--- src/rtl/mod12_cmd_seq.sv ---
// mod12_cmd_seq: FIFO-buffered command sequencer driving a mod-12 counter; `MOD12_SEQ_PREDICT_EN adds a counter-value predictor
module mod12_cmd_seq #(
  parameter int FIFO_DEPTH = 4
) (
  input  logic       clk,
  input  logic       reset,
  input  logic       cmd_valid,
  output logic       cmd_ready,
  input  logic [1:0] cmd_op,
  input  logic [3:0] cmd_arg,
  output logic       load,
  output logic       mode,
  output logic [3:0] data_in,
  input  logic [3:0] data_out,
  output logic       busy,
  output logic       err_illegal,
  output logic [3:0] exp_count,
  output logic       mismatch_err
);
  localparam int AW = $clog2(FIFO_DEPTH);
  typedef enum logic [1:0] {IDLE, LD, RUN, ILL} state_t;
  state_t state_q, state_d;
  logic [5:0] mem_q [FIFO_DEPTH];
  logic [AW:0] wr_q, rd_q;
  logic [3:0] run_cnt_q, run_cnt_d, data_in_q, data_in_d;
  logic load_q, load_d, mode_q, mode_d, err_q, err_d;
  logic empty, full, push, pop, last, is_ld, is_run;
  logic [1:0] h_op;
  logic [3:0] h_arg;
  assign empty = wr_q == rd_q;
  assign full = (wr_q[AW] != rd_q[AW]) && (wr_q[AW-1:0] == rd_q[AW-1:0]);
  assign cmd_ready = !reset && !full;
  assign push = cmd_valid && cmd_ready;
  assign {h_op, h_arg} = mem_q[rd_q[AW-1:0]];
  assign is_ld = (h_op == 2'b00) && (h_arg <= 4'd11);
  assign is_run = (h_op == 2'b01) || (h_op == 2'b10);
  assign last = (state_q == LD) || (state_q == ILL) || (state_q == RUN && run_cnt_q == 4'd0);
  assign pop = !empty && (state_q == IDLE || last);
  assign busy = (state_q != IDLE) || !empty;
  assign load = load_q;
  assign mode = mode_q;
  assign data_in = data_in_q;
  assign err_illegal = err_q;
  // FIFO storage; entries are not reset since the pointers define validity
  always_ff @(posedge clk) begin
    if (push) mem_q[wr_q[AW-1:0]] <= {cmd_op, cmd_arg};
  end
  // FIFO pointers; reset flushes queued commands
  always_ff @(posedge clk) begin
    if (reset) begin
      wr_q <= '0;
      rd_q <= '0;
    end else begin
      wr_q <= wr_q + (AW+1)'(push);
      rd_q <= rd_q + (AW+1)'(pop);
    end
  end
  // next command is decoded at pop so the drive registers change on the same edge
  always_comb begin
    state_d = last ? IDLE : state_q;
    run_cnt_d = (state_q == RUN) ? run_cnt_q - 4'd1 : run_cnt_q;
    load_d = 1'b0;
    mode_d = mode_q;
    data_in_d = data_in_q;
    err_d = err_q;
    if (pop) begin
      state_d = is_ld ? LD : is_run ? RUN : ILL;
      run_cnt_d = h_arg;
      load_d = is_ld;
      mode_d = is_run ? (h_op == 2'b01) : mode_q;
      data_in_d = is_ld ? h_arg : data_in_q;
      err_d = err_q || (!is_ld && !is_run);
    end
  end
  // FSM and registered counter drive
  always_ff @(posedge clk) begin
    if (reset) begin
      state_q <= IDLE;
      run_cnt_q <= '0;
      load_q <= 1'b0;
      mode_q <= 1'b1;
      data_in_q <= '0;
      err_q <= 1'b0;
    end else begin
      state_q <= state_d;
      run_cnt_q <= run_cnt_d;
      load_q <= load_d;
      mode_q <= mode_d;
      data_in_q <= data_in_d;
      err_q <= err_d;
    end
  end
`ifdef MOD12_SEQ_PREDICT_EN
  logic [3:0] exp_q, exp_d;
  logic mism_q;
  assign exp_count = exp_q;
  assign mismatch_err = mism_q;
  // mirror of the counter: the prediction follows the drive this block issued
  always_comb exp_d = load_q ? data_in_q : mode_q ? ((exp_q == 4'd11) ? 4'd0 : exp_q + 4'd1) : ((exp_q == 4'd0) ? 4'd11 : exp_q - 4'd1);
  // predicted value and sticky divergence flag
  always_ff @(posedge clk) begin
    if (reset) begin
      exp_q <= '0;
      mism_q <= 1'b0;
    end else begin
      exp_q <= exp_d;
      mism_q <= mism_q || (data_out != exp_q);
    end
  end
`else
  logic unused_data_out;
  assign unused_data_out = ^data_out;
  assign exp_count = 4'd0;
  assign mismatch_err = 1'b0;
`endif
endmodule

--- config.mk ---
export PLATFORM = sky130hd
export DESIGN_NAME = mod12_cmd_seq
export DESIGN_NICKNAME = d
export VERILOG_FILES = /design/src/rtl/mod12_cmd_seq.sv
export SDC_FILE = /design/constraint.sdc
export NUM_CORES = 1
export LEC_CHECK = 0
export CORE_ASPECT_RATIO = 0.5
export CORE_MARGIN = 10
export CORE_UTILIZATION = 40
export CTS_BUF_LIST = sky130_fd_sc_hd__clkbuf_4
export DETAILED_ROUTE_END_ITERATION = 8
export SYNTH_ARGS = -nofsm -noshare
export SYNTH_HDL_FRONTEND = slang
export SYNTH_SLANG_ARGS = --single-unit
--- constraint.sdc ---
create_clock -name clk -period 5.39 [get_ports clk]
set_input_delay 1.078 -clock clk [delete_from_list [all_inputs] [get_ports clk]]
set_output_delay 1.078 -clock clk [all_outputs]
set_load 0.01 [all_outputs]
==> results of run 1 <==
layout make-up:
class,count,area [um2]
Tap cell,66,82.6
Clock buffer,6,45.0
Clock inverter,2,13.8
Multi-Input combinational cell,86,712
Sequential cell,43,1100
Inverter,11,41.3
Fill cell,416,2340
Timing Repair Buffer,17,170
per-layer routing:
metal	wire length, um	vias up	global-route usage [%]
li1	-	571	-
met1	1620	523	10.4
met2	1550	23	13.8
met3	171	2	3.16
met4	38	0	3.67
met5	0	-	0
per-stage QoR:
step / utilization [%] / cell area (um2) / hold WS (ps) / setup slack (ps) / cells
detailed placement: 46.7 / 2110 / 467 / 1510 / 223
finish: 48.0 / 2170 / 486 / 1550 / 231
global placement: 46.7 / 2110 / 453 / 1510 / 223
floorplan: - / 1930 / 472 / 2810 / 150
global route: 48.0 / 2170 / 507 / 1440 / 231
CTS: 48.0 / 2170 / 495 / 1520 / 231
synthesized netlist by cell type, types with 2 or more instances:
cell | count | area, um2
buf_6 | 2 | 22.5
ha_1 | 8 | 100
a22oi_1 | 3 | 22.5
nor2b_1 | 6 | 37.5
dfxtp_1 | 19 | 380
mux4_1 | 5 | 131
inv_1 | 10 | 37.5
nor2_1 | 7 | 26.3
xor2_1 | 3 | 26.3
xnor2_1 | 3 | 26.3
a311oi_1 | 3 | 26.3
nand3_1 | 6 | 30.0
a21oi_1 | 5 | 25.0
a31oi_1 | 6 | 37.5
edfxtp_1 | 24 | 721
o21ai_0 | 4 | 20.0
nand2_1 | 3 | 11.3
clkbuf_1 | 2 | 7.51
nor3_1 | 2 | 10.0
xnor2_2 | 2 | 32.5
buf_4 | 6 | 45.0
critical path: cells and delay by family:
kind            cells  cell delay [ps]
buf+inv             2             1370
compound gates      1              310
power groups by stage:
| stage | clock network [W] | registers (W) | logic [W] |
|---|---|---|---|
| 6_report | 0.000157 | 0.000427 | 0.000342 |
| 4_1_cts | 0.000164 | 0.000428 | 0.000344 |
| 5_1_grt | 0.000177 | 0.000434 | 0.000388 |
| 3_5_place_dp | 0 | 0.000436 | 0.000341 |
| 2_1_floorplan | 0 | 0.000419 | 0.000265 |
| 3_3_place_gp | 0 | 0.000433 | 0.000335 |
kinds of logic after synthesis:
group,after synthesis
flip-flops,43
AND/OR/NAND/NOR,32
AO/OA/AOI/OAI,27
buffers and inverters,21
adder cells (fa/ha/maj),8
XOR/XNOR,8
multiplexers,6
other,1
sequential cells by signal (all words and copies together), names as in the netlist:
signal       count
mem_q           24
data_in          4
run_cnt_q        4
rd_q             3
wr_q             3
state_q          2
err_illegal      1
load             1
mode             1
how the worst max path moves through the flow:
stage                     start                    end  slack [ps]  cells after the start
after detailed placement  reset  mem_q[0][5]$_DFFE_PP_        1510                      3
after global placement    reset  mem_q[0][5]$_DFFE_PP_        1510                      3
after floorplan           reset              cmd_ready        2810                      2
after global routing      reset              cmd_ready        1440                      3
after CTS                 reset              cmd_ready        1520                      3
final                     reset              cmd_ready        1550                      3
==> impl_metrics.py, run 1 <==
metrics = {
    "synth": {
        "ys_ff_latch": 43,
        "synth-adder-area-share_pct": 5.23,
        "synth_mux_area_share_pct": 8.04,
        "synth_area_mm2": 0.00191,
        "synth-xor-area-share_pct": 4.44,
        "synth_cells": 146,
        "synth_compound_area_share_pct": 9.54,
        "async_flop_share_pct": 0,
        "avgSynthCellArea_um2": 13.1,
        "synth.yosys.seq_area_share_pct": 57.5,
        "synth_edf_count": 24,
        "synth_top_family_by_area": "compound AO/OA/AOI/OAI gates",
        "synthSimpleGateAreaFrac_pct": 8.95,
        "yosys_warnings": 0,
        "synth.distinct_cells": 38,
        "synth_flop_cell": "edfxtp_1",
    },
    "setup_path": {
        "r2r_end": "mem_q[0][5]$_DFFE_PP_",
        "critical_path_class": "in -> out",
        "cp_cell_sequence": "clkdlybuf4s50_1 > a31oi_1 > clkdlybuf4s50_1",
        "crit_path_max_incr_delay_ps": 790,
        "rr_worst_depth": 3,
        "rr_startpoint": "rd_q[0]$_SDFF_PP0_",
        "startpoint_type": "primary input",
        "slowest_stage": "clkdlybuf4s50_1",
        "critical_path_arrival_ps": 2770,
        "critPathMaxFanout": 21,
        "crit_top_cell": "clkdlybuf4s50_1",
        "crit_required_ps": 4310,
        "end_kind": "primary output",
        "r2r_setup_slack_ps": 2700,
    },
    "cts": {
        "cts_setup_buffers": 0,
        "path_clk_slew_ps": 120,
        "cts.sinks": 43,
        "clk_root_buffer_cell": "clkbuf_4",
        "insertion_delay_ps": 340,
        "numCtsBuffers": 5,
        "max-clock-path-buffers": 2,
        "cts_tree": "done",
        "ctsResizeCount": 0,
        "cts_hold_buf": 0,
        "h-tree-depth": 2,
    },
    "detailed_routing": {
        "postRouteAntennaNets": 0,
        "vias": 1119,
        "firstDrtPassIters": 4,
        "wirelength_mm": 3.38,
        "routedWlPerCell_um": 14.6,
        "dr.first_iter.drc_count": 41,
        "drc": 0,
        "avgViaCountPerCell": 4.84,
    },
    "sta": {
        "post-route-period-util_pct": 71.3,
        "period_minus_slack_ps": 3840,
        "finalSetupViolCount": 0,
        "worstMarginPinSlew_ps": 1000,
        "fin_worst_skew_ps": 2.79,
        "hold_viol": 0,
        "rsz0062_at_grt": "false",
        "max_slew_margin_pct": 33.0,
        "slew_viol_final": 0,
        "setup_tns_ps": 0,
        "fmax_ghz": 0.260,
    },
    "final_layout": {
        "areaGrowthSynthToFinish_pct": 13.1,
        "fin_nets": 185,
        "diodes": 0,
        "drive_gt1_share_pct": 8.48,
        "final_cell_mix": "24 x edfxtp_1, 19 x dfxtp_1, 17 x clkdlybuf4s50_1",
        "final_common_cell": "edfxtp_1",
    },
    "worst_hold_path": {
        "hold_class": "reg -> reg",
        "min_path_cells": 2,
        "hp-start": "data_in[1]$_SDFFE_PP0P_",
        "min_to": "data_in[1]$_SDFFE_PP0P_",
    },
    "outcome": {
        "status": "completed",
    },
    "floorplanning": {
        "die_y_um": 68.9,
        "die_x_um": 118,
        "dieArea_mm2": 0.00812,
        "pin_count": 27,
        "core_mm2": 0.00451,
        "start_util_pct": 42.5,
        "num_rows": 17,
    },
    "global_routing": {
        "grt_usage_pct": 8.54,
        "antenna_found_initial": 0,
        "grt_first_pass_wirelength_mm": 5.45,
        "overflow": 0,
        "grt_max_degree": 22,
        "grt_pass1_vias": 1069,
    },
    "power_and_ir_drop": {
        "p_comb_share_pct": 36.9,
        "pwr-share-clk_pct": 16.9,
        "pwr-share-seq_pct": 46.1,
        "p_total_w": 0.000926,
        "switching_share_pct": 34.9,
        "p_sw_w": 0.000323,
        "internal_power_w": 0.000603,
        "vdd_drop_max_v": 0.000146,
        "leakage_nw": 0.796,
        "p_per_area_mw_per_mm2": 427,
    },
    "run": {
        "maxCapViolations": 0,
    },
    "placement": {
        "dpl.hpwl_mm": 2.40,
        "portBuffers": 17,
        "gp_congestion": 0.773,
    },
}
No activity file was read; power rests on OpenSTA's default activity.
==> inputs of run 2 (changes only) <==
Clock period 5.39 ns to 3.55 ns, I/O delays scaled along.
==> run 2 against run 1 <==
Clock-buffer cell count shrank 1; non-clock buffer count grew 3; combinational power is 58% higher; core utilization up 1.1 points; critical path type unchanged; largest power group unchanged; highest routed layer unchanged.
==> impl_metrics.py, run 2 (synthesis results as in run 1) <==
metrics = {
    "outcome": {
        "status": "completed",
    },
    "detailed_routing": {
        "postRouteAntennaNets": 0,
        "dr.first_iter.drc_count": 35,
        "wirelength_mm": 3.38,
        "vias": 1134,
        "avgViaCountPerCell": 4.85,
        "routedWlPerCell_um": 14.4,
        "firstDrtPassIters": 4,
        "drc": 0,
    },
    "sta": {
        "holdWs_ps": 489,
        "period_minus_slack_ps": 2860,
        "worstMarginPinSlew_ps": 887,
        "fmax_ghz": 0.350,
        "post-route-period-util_pct": 80.5,
        "rsz0062_at_grt": "false",
        "fin_worst_skew_ps": 6.21,
        "slew_viol_final": 0,
        "finalSetupViolCount": 0,
        "setup_tns_ps": 0,
        "max_slew_margin_pct": 40.3,
        "hold_viol": 0,
    },
    "cts": {
        "cts_hold_buf": 0,
        "insertion_delay_ps": 350,
        "max-clock-path-buffers": 2,
        "path_clk_slew_ps": 130,
        "cts_tree": "done",
        "clk_root_buffer_cell": "clkbuf_4",
        "ctsResizeCount": 0,
        "numCtsBuffers": 5,
        "h-tree-depth": 2,
        "cts.sinks": 43,
        "cts_setup_buffers": 0,
    },
    "setup_path": {
        "startpoint_type": "primary input",
        "critPathMaxFanout": 12,
        "crit_required_ps": 2840,
        "critical_path_arrival_ps": 2150,
        "r2r_setup_slack_ps": 1160,
        "critical_path_class": "in -> out",
        "end_kind": "primary output",
        "rr_worst_depth": 4,
        "r2r_end": "mem_q[0][5]$_DFFE_PP_",
        "rr_startpoint": "rd_q[1]$_SDFF_PP0_",
    },
    "floorplanning": {
        "start_util_pct": 42.5,
        "num_rows": 17,
        "dieArea_mm2": 0.00812,
        "die_x_um": 118,
        "die_y_um": 68.9,
        "pin_count": 27,
        "core_mm2": 0.00451,
    },
    "final_layout": {
        "areaGrowthSynthToFinish_pct": 15.6,
        "diodes": 0,
        "final_cell_mix": "24 x edfxtp_1, 19 x dfxtp_1, 17 x clkdlybuf4s50_1",
        "largest_register_ffs": 24,
        "n_fill_cell": 409,
        "final_common_cell": "edfxtp_1",
        "multi_input_area_um2": 712,
        "drive_gt1_share_pct": 10.1,
        "seq_area_mm2": 0.00110,
        "fin_nets": 188,
    },
    "global_routing": {
        "grt_max_degree": 16,
        "grt_pass1_vias": 1139,
        "grt_usage_pct": 8.92,
        "overflow": 0,
        "grt_first_pass_wirelength_mm": 5.71,
        "antenna_found_initial": 0,
    },
    "worst_hold_path": {
        "hold_class": "reg -> reg",
        "hp-start": "data_in[1]$_SDFFE_PP0P_",
        "min_to": "data_in[1]$_SDFFE_PP0P_",
        "min_path_cells": 2,
    },
    "placement": {
        "gp_congestion": 0.794,
        "dpl.hpwl_mm": 2.47,
        "portBuffers": 17,
    },
    "power_and_ir_drop": {
        "leakage_nw": 0.818,
        "internal_power_w": 0.000985,
        "p_sw_w": 0.000502,
        "pwr-share-seq_pct": 42.3,
        "pwr-share-clk_pct": 21.2,
        "p_per_area_mw_per_mm2": 672,
        "vdd_drop_max_v": 0.000226,
        "switching_share_pct": 33.7,
        "p_comb_share_pct": 36.4,
    },
    "run": {
        "maxCapViolations": 0,
    },
}
run 2: worst max-delay path, cell delays in order:
cell and delay, ps:
clkdlybuf4s50_1 630, a31oi_1 250, clkdlybuf4s50_1 560
run 2: layout make-up:
type	instances	area share (%)
clock buffers	5	1.70
repair buffers	20	8.71
flip-flops and latches	43	49.7
multi-input cells	86	32.2
well taps	66	3.73
inverters	11	1.87
clock inverters	3	2.09
run 2: how the worst max path moves through the flow:
stage | cells after the start | from | endpoint
2_1_floorplan | 3 | cmd_valid | mem_q[0][0]$_DFFE_PP_
4_1_cts | 3 | reset | cmd_ready
3_5_place_dp | 4 | reset | mem_q[0][0]$_DFFE_PP_
3_3_place_gp | 4 | reset | mem_q[0][0]$_DFFE_PP_
5_1_grt | 4 | rd_q[1]$_SDFF_PP0_ | busy
6_report | 3 | reset | cmd_ready
run 2: metrics by stage:
| stage | instance area [um2] | instances | power [W] | setup WS (ps) | util (%) |
|---|---|---|---|---|---|
| finish | 2210 | 234 | 0.00149 | 693 | 49.1 |
| global route | 2210 | 234 | 0.00161 | 570 | 49.1 |
| CTS | 2210 | 234 | 0.00150 | 676 | 49.1 |
| detailed placement | 2130 | 226 | 0.00119 | 483 | 47.2 |
| global placement | 2130 | 226 | 0.00118 | 511 | 47.2 |
| floorplan | 1930 | 150 | 0.00104 | 1430 | - |
run 2: power by group through the flow:
stage,logic (W),clock network (W),registers (W)
2_1_floorplan,0.000402,0,0.000637
3_3_place_gp,0.000535,0,0.000641
3_5_place_dp,0.000542,0,0.000643
4_1_cts,0.000545,0.000328,0.000632
5_1_grt,0.000620,0.000345,0.000640
6_report,0.000541,0.000316,0.000630
run 2: layer usage:
metal	global-route usage, %	vias up	share of wire [%]
li1	-	575	-
met1	10.7	533	49
met2	15.0	21	46
met3	2.75	5	4.2
met4	4.13	0	1.0
met5	0	-	0
